### config.mk
export PLATFORM = sky130hd
export DESIGN_NAME = seg_dynamic_scan_flat
export DESIGN_NICKNAME = d
export VERILOG_FILES = /design/src/rtl/seg_pkg.sv /design/src/rtl/seg_dynamic_scan_if.sv /design/src/rtl/bin2bcd_seq.sv /design/src/rtl/seg_dynamic_scan.sv /design/src/flat_wrapper.sv
export SDC_FILE = /design/constraint.sdc
export NUM_CORES = 1
export LEC_CHECK = 0
export ABC_AREA = 1
export CORE_UTILIZATION = 45
export DETAILED_ROUTE_END_ITERATION = 10
export GPL_TIMING_DRIVEN = 0
export SKIP_CTS_REPAIR_TIMING = 1
export SYNTH_ARGS = -nofsm -noshare
export SYNTH_HDL_FRONTEND = slang
export SYNTH_SLANG_ARGS = --single-unit
### constraint.sdc
create_clock -name sys_clk -period 3.3 [get_ports sys_clk]
set_clock_uncertainty 0.05 [all_clocks]
set_input_delay 0.66 -clock sys_clk [delete_from_list [all_inputs] [get_ports sys_clk]]
set_output_delay 0.66 -clock sys_clk [all_outputs]
set_load 0.01 [all_outputs]
### src/rtl/seg_pkg.sv
// Shared definitions for the dynamic 7-segment scanner: digit codes,
// converter states, segment decode and output polarity.
package seg_pkg;

  localparam logic [3:0] BLANK = 4'd10;
  localparam logic [3:0] DASH  = 4'd11;

  typedef enum logic [1:0] {IDLE, SHIFT, DONE} b2b_state_e;

  // Active-low {g,f,e,d,c,b,a}
  function automatic logic [6:0] seg_pattern(input logic [3:0] code);
    case (code)
      4'd0:    return 7'h40;
      4'd1:    return 7'h79;
      4'd2:    return 7'h24;
      4'd3:    return 7'h30;
      4'd4:    return 7'h19;
      4'd5:    return 7'h12;
      4'd6:    return 7'h02;
      4'd7:    return 7'h78;
      4'd8:    return 7'h00;
      4'd9:    return 7'h10;
      DASH:    return 7'h3F;
      default: return 7'h7F;
    endcase
  endfunction

  function automatic logic [7:0] polarity(input logic [7:0] v, input bit act_low);
    return act_low ? ~v : v;
  endfunction

endpackage

### src/rtl/seg_dynamic_scan_if.sv
// Value/attribute inputs and display outputs of the dynamic scanner.
interface seg_dynamic_scan_if #(
  parameter int DIGITS = 6,
  parameter int DATA_W = 20
);
  logic [DATA_W-1:0] data;
  logic [DIGITS-1:0] point;
  logic              sign;
  logic              seg_en;
  logic [DIGITS-1:0] blink;
  logic [2:0]        bright;
  logic [DIGITS-1:0] sel;
  logic [7:0]        seg;
  logic              overflow;

  modport master (output data, point, sign, seg_en, blink, bright,
                  input  sel, seg, overflow);
  modport slave  (input  data, point, sign, seg_en, blink, bright,
                  output sel, seg, overflow);
endinterface

### src/rtl/bin2bcd_seq.sv
// Sequential double-dabble converter; done pulses DATA_W+2 cycles after start.
module bin2bcd_seq
  import seg_pkg::*;
#(
  parameter int DATA_W = 20,
  parameter int DIGITS = 6
) (
  input  logic                sys_clk,
  input  logic                sys_rst_n,
  input  logic                start,
  input  logic [DATA_W-1:0]   bin,
  output logic                busy,
  output logic                done,
  output logic [4*DIGITS-1:0] bcd,
  output logic                ovf
);
  localparam int NW = $clog2(DATA_W + 1);

  b2b_state_e          state;
  logic [DATA_W-1:0]   sr;
  logic [NW-1:0]       left;
  logic [4*DIGITS-1:0] adj;

  always_comb begin
    adj = bcd;
    for (int unsigned i = 0; i < DIGITS; i++)
      if (bcd[4*i +: 4] >= 4'd5) adj[4*i +: 4] = bcd[4*i +: 4] + 4'd3;
  end

  always_ff @(posedge sys_clk or negedge sys_rst_n) begin
    if (!sys_rst_n) begin
      state <= IDLE;
      sr    <= '0;
      left  <= '0;
      bcd   <= '0;
      busy  <= 1'b0;
      done  <= 1'b0;
      ovf   <= 1'b0;
    end else begin
      done <= 1'b0;
      unique case (state)
        IDLE: if (start) begin
          sr    <= bin;
          bcd   <= '0;
          ovf   <= 1'b0;
          left  <= NW'(DATA_W);
          busy  <= 1'b1;
          state <= SHIFT;
        end
        SHIFT: begin
          // A set bit leaving the top digit means the value needs more than DIGITS digits
          bcd  <= {adj[4*DIGITS-2:0], sr[DATA_W-1]};
          ovf  <= ovf | adj[4*DIGITS-1];
          sr   <= sr << 1;
          left <= left - NW'(1);
          if (left == NW'(1)) state <= DONE;
        end
        DONE: begin
          done  <= 1'b1;
          busy  <= 1'b0;
          state <= IDLE;
        end
        default: state <= IDLE;
      endcase
    end
  end
endmodule

### src/rtl/seg_dynamic_scan.sv
// Multi-digit dynamic 7-segment driver with blanking, sign, dp, blink and PWM dimming.
module seg_dynamic_scan
  import seg_pkg::*;
#(
  parameter int DIGITS      = 6,
  parameter int DATA_W      = 20,
  parameter int CNT_MAX     = 49_999,
  parameter int BLINK_TICKS = 250,
  parameter bit SEG_ACT_LOW = 1'b1,
  parameter bit SEL_ACT_LOW = 1'b0
) (
  input logic               sys_clk,
  input logic               sys_rst_n,
  seg_dynamic_scan_if.slave bus
);
  localparam int CW   = $clog2(CNT_MAX + 1);
  localparam int IW   = $clog2(DIGITS);
  localparam int BW   = $clog2(BLINK_TICKS + 1);
  localparam int STEP = (CNT_MAX + 1) >> 3;

  if (CNT_MAX < DATA_W + 2) begin : g_chk_cnt
    $error("CNT_MAX must be >= DATA_W+2");
  end
  if (DIGITS < 2 || DIGITS > 8) begin : g_chk_digits
    $error("DIGITS must be in 2..8");
  end

  logic [CW-1:0]     cnt;
  logic [IW-1:0]     idx;
  logic [BW-1:0]     bcnt;
  logic              phase, tick, frame_start;
  logic              sign_l;
  logic [DIGITS-1:0] point_l;

  assign tick        = cnt == CW'(CNT_MAX);
  assign frame_start = tick && idx == IW'(DIGITS - 1);

  always_ff @(posedge sys_clk or negedge sys_rst_n) begin
    if (!sys_rst_n) begin
      cnt     <= '0;
      idx     <= '0;
      bcnt    <= '0;
      phase   <= 1'b0;
      sign_l  <= 1'b0;
      point_l <= '0;
    end else begin
      cnt <= tick ? '0 : cnt + CW'(1);
      if (tick) begin
        idx <= (idx == IW'(DIGITS - 1)) ? '0 : idx + IW'(1);
        if (bcnt == BW'(BLINK_TICKS - 1)) begin
          bcnt  <= '0;
          phase <= ~phase;
        end else begin
          bcnt <= bcnt + BW'(1);
        end
      end
      if (frame_start) begin
        sign_l  <= bus.sign;
        point_l <= bus.point;
      end
    end
  end

  logic                busy, done, bcd_ovf;
  logic [4*DIGITS-1:0] bcd;

  bin2bcd_seq #(.DATA_W(DATA_W), .DIGITS(DIGITS)) u_b2b (
    .sys_clk  (sys_clk),
    .sys_rst_n(sys_rst_n),
    .start    (frame_start && !busy),
    .bin      (bus.data),
    .busy     (busy),
    .done     (done),
    .bcd      (bcd),
    .ovf      (bcd_ovf)
  );

  logic [3:0]  code_n    [DIGITS];
  logic [3:0]  disp_code [DIGITS];
  logic [DIGITS-1:0] disp_pt;
  logic        ovf_n, ovf_q;
  int unsigned msd;

  always_comb begin
    msd = 0;
    for (int unsigned i = 0; i < DIGITS; i++)
      if (bcd[4*i +: 4] != 4'd0 || point_l[i]) msd = i;
    ovf_n = bcd_ovf || (sign_l && msd == DIGITS - 1);
    for (int unsigned i = 0; i < DIGITS; i++) begin
      if (i <= msd)                   code_n[i] = bcd[4*i +: 4];
      else if (sign_l && i == msd + 1) code_n[i] = DASH;
      else                            code_n[i] = BLANK;
    end
  end

  always_ff @(posedge sys_clk or negedge sys_rst_n) begin
    if (!sys_rst_n) begin
      disp_code <= '{default: BLANK};
      disp_pt   <= '0;
      ovf_q     <= 1'b0;
    end else if (done) begin
      disp_code <= code_n;
      disp_pt   <= point_l;
      ovf_q     <= ovf_n;
    end
  end

  logic [CW:0]       thr;
  logic              lit, dark;
  logic [3:0]        cur;
  logic [DIGITS-1:0] sel_n, sel_q;
  logic [7:0]        seg_n, seg_q;

  always_comb begin
    thr   = (CW+1)'(STEP) * ((CW+1)'(bus.bright) + (CW+1)'(1));
    lit   = bus.seg_en && ({1'b0, cnt} < thr);
    cur   = ovf_q ? DASH : disp_code[idx];
    dark  = phase && bus.blink[idx];
    sel_n = '0;
    seg_n = '0;
    if (lit) begin
      sel_n[idx] = 1'b1;
      seg_n      = {disp_pt[idx] & ~dark, dark ? 7'h00 : ~seg_pattern(cur)};
    end
  end

  always_ff @(posedge sys_clk or negedge sys_rst_n) begin
    if (!sys_rst_n) begin
      sel_q <= SEL_ACT_LOW ? '1 : '0;
      seg_q <= SEG_ACT_LOW ? '1 : '0;
    end else begin
      sel_q <= sel_n ^ {DIGITS{SEL_ACT_LOW}};
      seg_q <= polarity(seg_n, SEG_ACT_LOW);
    end
  end

  assign bus.sel      = sel_q;
  assign bus.seg      = seg_q;
  assign bus.overflow = ovf_q;
endmodule

### src/flat_wrapper.sv
// flat-port wrapper written by rule: the top's interface ports become plain ports
module seg_dynamic_scan_flat import seg_pkg::*;
#(
  parameter int DIGITS      = 6,
  parameter int DATA_W      = 20,
  parameter int CNT_MAX     = 49_999,
  parameter int BLINK_TICKS = 250,
  parameter bit SEG_ACT_LOW = 1'b1,
  parameter bit SEL_ACT_LOW = 1'b0
)
  (sys_clk, sys_rst_n, bus_data, bus_point, bus_sign, bus_seg_en, bus_blink, bus_bright, bus_sel, bus_seg, bus_overflow);
  seg_dynamic_scan_if #(.DIGITS(DIGITS), .DATA_W(DATA_W)) bus_i ();
  input logic sys_clk;
  input logic sys_rst_n;
  input wire logic [$bits(bus_i.data)-1:0] bus_data;
  input wire logic [$bits(bus_i.point)-1:0] bus_point;
  input wire logic [$bits(bus_i.sign)-1:0] bus_sign;
  input wire logic [$bits(bus_i.seg_en)-1:0] bus_seg_en;
  input wire logic [$bits(bus_i.blink)-1:0] bus_blink;
  input wire logic [$bits(bus_i.bright)-1:0] bus_bright;
  output wire logic [$bits(bus_i.sel)-1:0] bus_sel;
  output wire logic [$bits(bus_i.seg)-1:0] bus_seg;
  output wire logic [$bits(bus_i.overflow)-1:0] bus_overflow;
  assign bus_i.data = bus_data;
  assign bus_i.point = bus_point;
  assign bus_i.sign = bus_sign;
  assign bus_i.seg_en = bus_seg_en;
  assign bus_i.blink = bus_blink;
  assign bus_i.bright = bus_bright;
  assign bus_sel = bus_i.sel;
  assign bus_seg = bus_i.seg;
  assign bus_overflow = bus_i.overflow;
  seg_dynamic_scan #(.DIGITS(DIGITS), .DATA_W(DATA_W), .CNT_MAX(CNT_MAX), .BLINK_TICKS(BLINK_TICKS), .SEG_ACT_LOW(SEG_ACT_LOW), .SEL_ACT_LOW(SEL_ACT_LOW)) u_core (.sys_clk(sys_clk), .sys_rst_n(sys_rst_n), .bus(bus_i));
endmodule
* After elaboration in Yosys (flattened, before gate mapping)
Memory sizes are Yosys's and may differ from the RTL's.
Cells that the tools add are included.
** Word-level totals
- Register bits after elaboration :: 134
- Bits in read-only memories :: 112
- Input port bits :: 39
- Word-level logic and storage cells :: 160
- Memories :: 1
** Memories
- (name not given) :: depth 16, bits a word 7, rd ports 1, clocked after Yosys merged registers in 0, write ports 0, RTL line seg_pkg.sv:12 : case (code)
** Cells by class
- $add $sub $neg :: 12
- Multipliers :: 1
- Order comparisons :: 16
- Equal/unequal tests :: 14
- Multiplexer cells :: 54
- Bitwise operators :: 7
- Reductions and logical operators :: 32
** Operators by type and width (number)
- 2-bit by 32-bit equality test with 1-bit output, first input constant :: 2
- 3-bit by 32-bit equality test with 1-bit output, first input constant :: 2
- 4-bit 2-to-1 mux :: 15
- 24-bit one-hot mux with 2 select lines :: 1
- 20-bit one-hot mux with 2 select lines :: 1
- 1-bit by 32-bit equality test with 1-bit output, first input constant :: 1
- 32-bit logical NOT :: 1
- 4-bit by 2-bit adder with 4-bit output, second input constant :: 6
- 4-bit by 3-bit greater-or-equal comparator with 1-bit output, second input constant :: 6
- 24-bit 2-to-1 mux :: 1
- 20-bit 2-to-1 mux :: 1
- 4-bit nonzero test :: 5
- 16-bit by 17-bit < comparator with 1-bit output :: 1
- 12-bit by 17-bit multiplier with 16-bit output, first input constant :: 1
- 16-bit by 1-bit adder with 16-bit output, second input constant :: 1
- 16-bit equality test, second input constant :: 1
- 16-bit 2-to-1 mux :: 1
- 8-bit 2-to-1 mux :: 2
- 7-bit 2-to-1 mux :: 2
- 1-bit 2-to-1 mux :: 13
- 4-bit binary-select mux with 3-bit select :: 1
- 1-bit logical AND :: 12
- 5-bit one-hot mux with 2 select lines :: 1
- 3-bit 2-to-1 mux :: 3
- 34 further kinds :: 55

* Logic depth before layout (Yosys ltp)
Gate-level depths: netlist (run 1).
- Depth in word-level cells :: 12
- Gate-level depth with buffers :: 20
- Gate-level depth less buffers :: 20

* Cells and area by module
From an unflattened synthesis (run 1), not the netlist that was laid out.
** Unflattened totals
- Cells, all modules :: 1009
- Area, all modules :: 7968.9 µm²
** By module, submodules not included
- seg_dynamic_scan :: instances 1, cells each 643, area an instance 5116.2 µm², sequential area each 2026.9 µm²
- bin2bcd_seq :: instances 1, cells each 366, area an instance 2852.7 µm², sequential area each 1351.3 µm²

* Worst setup path before layout (run 1)
No wires, ideal clock.
- Path kind :: input port to flip-flop
- Start point :: input bus_bright[0]
- End point :: register u_core.seg_q[0], in the netlist u_core.bus.seg[0]
- Arrival :: 3.778 ns
- Required time :: 3.157 ns
- Path slack :: -0.621 ns
- Stages on the path :: 19
- Cell sequence :: ha_1 > xnor2_1 > inv_1 > ha_1 > ha_1 > ha_1 > a21oi_1 > nand2_1 > nand2_1 > nand2_1 > a31oi_1 > xor2_1 > ha_1 > a21oi_1 > inv_1 > nand3_1 > nand3_1 > nor2_2 > nand3_1
** On the way
- Cells in the longest elaborated chain, start to end :: 6
** RTL lines
- start: declaration :: RTL line flat_wrapper.sv:20 : input wire logic [$bits(bus_i.bright)-1:0] bus_bright;
- 3-bit by 1-bit adder with 4-bit output :: RTL line seg_dynamic_scan.sv:115 : thr = (CW+1)'(STEP) * ((CW+1)'(bus.bright) + (CW+1)'(1));
- 12-bit by 17-bit multiplier with 16-bit output :: RTL line seg_dynamic_scan.sv:115
- 16-bit by 17-bit < comparator with 1-bit output :: RTL line seg_dynamic_scan.sv:116 : lit = bus.seg_en && ({1'b0, cnt} < thr);
- 1-bit logical AND :: RTL line seg_dynamic_scan.sv:116
- 8-bit 2-to-1 mux :: RTL line seg_dynamic_scan.sv:121 : if (lit) begin
- 8-bit inverter :: RTL line seg_pkg.sv:29 : return act_low ? ~v : v;
- end signal: assignment :: RTL line seg_dynamic_scan.sv:130 : seg_q <= SEG_ACT_LOW ? '1 : '0;
- end signal: assignment :: RTL line seg_dynamic_scan.sv:133 : seg_q <= polarity(seg_n, SEG_ACT_LOW);
- end: declaration :: RTL line seg_dynamic_scan.sv:112 : logic [7:0] seg_n, seg_q;
Every way passes these cells.
A chain may end at the register's enable or synchronous reset.

* Worst setup path in the final report (run 1)
- Start point :: input bus_bright[0]
- End point :: register u_core.seg_q[2], in the netlist u_core.bus.seg[2]
The elaborated chain is that of the path after synthesis.

==> results of run 1 <==
## flip-flops by register name, summed over array words and instances (netlist names)
name / cells
u_core.bcnt: 8
u_core.bus.overflow: 1
u_core.bus.seg: 8
u_core.bus.sel: 6
u_core.cnt: 16
u_core.disp_code: 24
u_core.disp_pt: 6
u_core.idx: 3
u_core.phase: 1
u_core.point_l: 6
u_core.sign_l: 1
u_core.u_b2b.bcd: 24
u_core.u_b2b.busy: 1
u_core.u_b2b.done: 1
u_core.u_b2b.left: 5
u_core.u_b2b.ovf: 1
u_core.u_b2b.sr: 20
u_core.u_b2b.state: 2
## logic make-up after synthesis
kind of cell	after synthesis	share of synthesized area, %
compound gates	194	13.71
fa+ha+maj	62	10.10
buf+inv	172	8.757
simple gates	393	21.75
xor+xnor	19	2.145
flops	134	43.54
## worst max-delay path: stages
cell	delay, ns
buf_12	0.10
clkinvlp_4	0.16
ha_4	0.31
buf_4	0.15
ha_4	0.25
ha_4	0.24
ha_4	0.24
a21oi_2	0.14
nand2_2	0.08
nand2_2	0.06
nand2_2	0.06
a31oi_1	0.17
xor2_1	0.18
ha_1	0.27
a21oi_2	0.17
inv_1	0.06
nand3_2	0.07
nand3_2	0.08
nor2_4	0.24
nand3_1	0.11
## cell usage in the layout (no fill, tap or decap), drive strengths merged, types with 2 or more instances in the layout
cell type / n
bufinv: 4
a22oi: 6
clkinvlp: 3
dfstp: 20
clkbuf: 34
a31oi: 12
nand4: 14
clkdlybuf4s50: 49
or2: 7
xor2: 13
o211ai: 8
a21oi: 39
o21a: 2
xnor2: 6
nor2: 79
o2111ai: 2
nor4: 3
o22ai: 5
dfrtp: 114
buf: 26
nand3: 50
ha: 61
nor3: 11
nor3b: 2
o21bai: 3
clkinv: 8
o21ai: 112
nand2: 225
inv: 146
## final cells by class
| class | count | area [um2] | area share (%) |
|---|---|---|---|
| Buffer | 23 | 120.1 | 1.243 |
| Clock buffer | 20 | 456.7 | 4.727 |
| Clock inverter | 12 | 176.4 | 1.826 |
| Inverter | 149 | 563.0 | 5.828 |
| Multi-Input combinational cell | 668 | 4014 | 41.55 |
| Sequential cell | 134 | 3378 | 34.97 |
| Tap cell | 220 | 275.3 | 2.849 |
| Timing Repair Buffer | 67 | 676.9 | 7.007 |
## cells in the mapped netlist (4+ instances only)
cell        n
nor2_2      4
inv_1     140
nand2_2     6
clkbuf_1   13
inv_2       6
o211ai_1    8
a31oi_1    12
nand3_1    49
or2_2       7
a22oi_1     6
nor3_1     10
buf_2       6
xor2_1     13
xnor2_1     6
o21ai_1    11
dfstp_2    20
ha_1       61
o21ai_0   101
a21oi_1    39
o22ai_1     5
nand4_1    13
nor2_1     73
dfrtp_1   114
nand2_1   219
## worst paths after layout
path                                            start                   end  slack [ns]  cells after the start
min in group sys_clk            u_core.u_b2b.state[0]     u_core.u_b2b.done        0.42                      1
worst min register to register  u_core.u_b2b.state[0]     u_core.u_b2b.done        0.42                      1
max in group asynchronous                   sys_rst_n  u_core.disp_code[13]        2.25                      2
worst min-delay path                        sys_rst_n         u_core.cnt[2]        0.16                      1
worst max-delay path                    bus_bright[0]     u_core.bus.seg[2]       -0.25                     20
worst max register to register   u_core.u_b2b.bcd[17]   u_core.disp_code[4]        0.76                     12
## per-layer routing
metal | track usage (%) | up-vias
met3 | 3.044 | 11
met1 | 30.61 | 3049
met4 | 6.439 | 0
met2 | 33.71 | 112
li1 | - | 3348
met5 | 0 | -
## power groups by stage
stage	Combinational, mW	Clock, mW	Sequential (mW)
after global routing	0.432	2.13	1.65
after detailed placement	0.346	0	1.68
after CTS	0.347	2.06	1.65
after global placement	0.340	0	1.68
after floorplan	0.208	0	1.69
final	0.383	2.02	1.65
## metrics by stage
step	setup TNS (ns)	total power [mW]	setup slack [ns]	instances	util (%)
final	-2.963	4.055	-0.2471	1293	57.84
after CTS	-14.43	4.058	-1.086	1280	56.28
after detailed placement	-20.43	2.028	-1.515	1248	52.49
after floorplan	-3.117	1.893	-0.2735	974	-
after global placement	-525.27	2.023	-4.038	1247	52.32
after global routing	-5.203	4.213	-0.4081	1293	57.84
==> results.yml, run 1 <==
global_routing:
  antenna_found_initial: 0
  grt_usage_pct: 21.42
  grt_overflow: 0
  grt_max_degree: 78
  grt_pass1_wl_um: 30340
  grt_pass1_vias: 6186
drt:
  highest_layer: "met4"
  dr_wl_met2_um: 8075
  drcViolationCount: 0
  wl_met1_um: 9111
  met3_length_um: 498
  drt-total-wl_um: 17840
  ant_nets: 0
  vias: 6520
  viasPerCell: 5.043
  first_iter_violations: 293
  first_pass_iters: 4
  routedWlPerCell_um: 13.80
setup_path:
  crit_path_end_kind: "flop"
  start_kind: "input pin"
  cp.required_ns: 3.58
  crit_path_max_fanout: 8
  critPathArrivalTime_ns: 3.83
  crit_type: "input pin to flop"
sta:
  rsz0062_at_grt: "yes"
  maxSlewViolCount: 0
  fin_ws_ns: -0.2471
  hold_ws_ns: 0.1566
  setup_viol: 14
  tightestPinTransition_ns: 0.5827
  slew_headroom_pct: 61.15
  fmax_ghz: 0.2819
  final_hold_viol_count: 0
  fin_crit_ns: 3.547
  final.period_utilization_pct: 107.5
floorplan:
  num_rows: 47
  dieArea_um2: 17770
  start_util_pct: 46.46
  die_y_um: 133.3
  ios: 54
  placeableCoreArea_um2: 16700
  die_w_um: 133.3
clock_tree:
  cts_buffers: 17
  root_buffer: "clkbuf_16"
  cts_tree: "done"
  clk_path_buf_depth: 2
  worst_skew_pair.late_latency_ns: 0.42
  path_clk_slew_ns: 0.06
  htreeDepth: 4
  cts_sinks: 134
cells_and_area:
  stdcell_area_um2: 9661
  antenna_cells: 0
  layout-drive-gt1-share_pct: 14.45
  final_net_count: 1161
  syn_to_final_growth_pct: 24.51
  fillers: 1573
logic_synthesis:
  ys_types: 45
  yosysWarnings: 0
  synth.avg_cell_area_um2: 7.966
  synth.top_cells.by_area: "dfrtp_1, nand2_1, ha_1, dfstp_2, inv_1"
  yosysTopAreaCell: "dfrtp_1"
  synth_fp_nets: 1075
  ys_ff_latch: 134
  ys.flop_type: "dfrtp_1"
  seq_area_frac_synth_pct: 43.54
  synth_top_area_share_pct: 36.77
  synth_area_um2: 7759
  netlist_instances: 974
  async_flop_share_pct: 100.0
  synth_edf_count: 0
pwr:
  peakVddDrop_mv: 0.3630
  leakage_nw: 4.587
  netSwitchingFraction_pct: 22.46
  combPwrFrac_pct: 9.4
  switching_power_mw: 0.9106
  power_density_nw_per_um2: 419.7
  seqPwrFrac_pct: 40.8
  p_int_mw: 3.144
  p_clk_share_pct: 49.8
placement:
  hpwl_um: 13070
  place_congestion: 0.8388
  portBuffers: 53
  placed_cell_area_um2: 8766
outcome:
  failed_checks: "setup timing"
  status: "finished, violations left"
job:
  maxCapViolCount: 0
worst_hold_path:
  hold_path.class: "input pin to async pin"
Note: power is estimated with default switching activity, not from simulation.
==> run 2, diff against run 1 <==
clock period = 4.4 ns   (was 3.3 ns; I/O delays follow)
==> run 2 against run 1 <==
The run now ends clean. Worst setup slack better by 0.65 ns. Register-to-register slack improved by 1.1 ns. Combinational power down 39%. First-iteration DRC count is 0.68% higher. Cell area is 4.4% lower. Sequential power is 25% lower. Critical endpoint is now u_core.bus.sel[2]. Largest cell class unchanged.
==> results.yml, run 2 (synthesis results as in run 1) <==
pwr:
  leakage_nw: 4.463
  totalPowerFinal_mw: 2.833
  switching_power_mw: 0.6811
  combPwrFrac_pct: 8.3
  netSwitchingFraction_pct: 24.04
  p_clk_share_pct: 47.9
  peakVddDrop_mv: 0.2843
  seqPwrFrac_pct: 43.8
  p_int_mw: 2.152
  power_density_nw_per_um2: 306.8
setup_path:
  crit_path_max_fanout: 9
  r2r-start: "u_core.u_b2b.bcd[16]"
  path_common_cell: "ha_1"
  slowest_stage: "ha_1"
  critPathArrivalTime_ns: 4.26
  r2r_setup_slack_ns: 1.83
  critPathMaxStageDelay_ns: 0.33
  cp.required_ns: 4.66
  crit_type: "input pin to flop"
  start_kind: "input pin"
  r2r_end: "u_core.disp_code[4]"
  timing.critical_path.buf_inv: 2
  crit_path_end_kind: "flop"
  crit_chain: "dlymetal6s2s_1 -> ha_2 -> xnor2_2 -> inv_2 -> ha_1 -> ha_1 -> ha_4 -> a21oi_1 -> nand2_1 -> xnor2_1 -> ha_1 -> nand2_1 -> o21a_1 -> a21oi_1 -> nand4_2 -> nand3_2 -> nor2_1"
  r2r_cells: 12
  cpLargestDelayFamily: "adder cells"
worst_hold_path:
  hold_path.class: "input pin to async pin"
global_routing:
  grt_pass1_vias: 6075
  grt_max_degree: 98
  antenna_found_initial: 0
  grt_overflow: 0
  grt_pass1_wl_um: 29850
  grt_usage_pct: 21.19
sta:
  maxSlewViolCount: 0
  rsz0062_at_grt: "no"
  final.period_utilization_pct: 90.89
  slew_headroom_pct: 61.29
  fin_crit_ns: 3.999
  fin_tns_setup_ns: 0
  fmax_ghz: 0.2500
  tightestPinTransition_ns: 0.5806
  final_hold_viol_count: 0
  setup_viol: 0
placement:
  placed_cells: 1248
  placed_cell_area_um2: 8593
  hpwl_um: 12780
  place_congestion: 0.8975
  portBuffers: 53
drt:
  drt-total-wl_um: 17550
  first_pass_iters: 5
  first_iter_violations: 295
  vias: 6485
  routedWlPerCell_um: 13.70
  drcViolationCount: 0
  viasPerCell: 5.062
  ant_nets: 0
cells_and_area:
  antenna_cells: 0
  final_net_count: 1149
  syn_to_final_growth_pct: 19.01
  stdcell_count: 1281
  fillers: 1605
  post-route-util_pct: 55.29
  final_cell_mix: "nand2_1, inv_1, dfrtp_1, o21ai_0, nor2_1"
  reg.largest.list: "u_core.disp_code: 24 flops, u_core.u_b2b.bcd: 24 flops, u_core.u_b2b.sr: 20 flops"
  layout_commonest_cell: "nand2_1"
  stdcell_area_um2: 9234
  layout-drive-gt1-share_pct: 9.896
outcome:
  status: "completed"
job:
  maxCapViolCount: 0
floorplan:
  dieArea_um2: 17770
  placeableCoreArea_um2: 16700
  ios: 54
  die_y_um: 133.3
  start_util_pct: 46.46
  die_w_um: 133.3
  num_rows: 47
clock_tree:
  cts_buffers: 17
  worst_skew_pair.late_latency_ns: 0.42
  cts_sinks: 134
  path_clk_slew_ns: 0.06
  root_buffer: "clkbuf_16"
  cts_tree: "done"
  htreeDepth: 4
  clk_path_buf_depth: 2
run 2: changes by cell type in the layout (fill, tap and decap cells not counted), sizes merged:
cell          delta
buf             -13
bufinv           -3
clkinv           -1
clkinvlp         +3
dlymetal6s2s     +1
inv              +1
run 2: cell type report:
cell class,count,area [um2],share of cell area [%]
buffer,23,120.1,1.301
clock buffer,20,456.7,4.946
clock inverter,12,103.9,1.125
inverter,149,559.3,6.057
multi-input combinational,668,3774,40.87
sequential,134,3378,36.59
tap,220,275.3,2.981
timing repair buffer,55,566.8,6.138
run 2: power groups by stage:
stage	Clock, mW	Sequential, mW	Combinational [mW]
2_1_floorplan	0	1.26	0.121
3_3_place_gp	0	1.26	0.216
3_5_place_dp	0	1.26	0.222
4_1_cts	1.38	1.24	0.223
5_1_grt	1.43	1.24	0.270
6_report	1.36	1.24	0.235
run 2: how the worst max path moves through the flow:
stage	depth (start not counted)	start	to	slack (ns)
2_1_floorplan	19	bus_bright[0]	u_core.bus.seg[0]	0.26
3_3_place_gp	1	sys_rst_n	u_core.u_b2b.bcd[11]	-3.13
3_5_place_dp	17	bus_bright[0]	u_core.bus.sel[0]	-0.86
4_1_cts	17	bus_bright[0]	u_core.bus.sel[0]	-0.45
5_1_grt	20	bus_bright[1]	u_core.bus.seg[6]	0.003
6_report	17	bus_bright[1]	u_core.bus.sel[2]	0.40
run 2: stage by stage:
step / hold slack [ns] / worst slack (ns)
2_1_floorplan: 0.3815 / 0.2594
3_3_place_gp: 0.4000 / -3.132
3_5_place_dp: 0.4083 / -0.8613
4_1_cts: 0.3158 / -0.4453
5_1_grt: 0.3330 / 0.003265
6_report: 0.3076 / 0.4007
run 2: metal layers:
layer | GRT usage, % | part of all wire (%)
met5 | 0 | 0
met2 | 32.61 | 45
met4 | 6.818 | 1.2
met1 | 30.10 | 51
met3 | 3.957 | 2.9
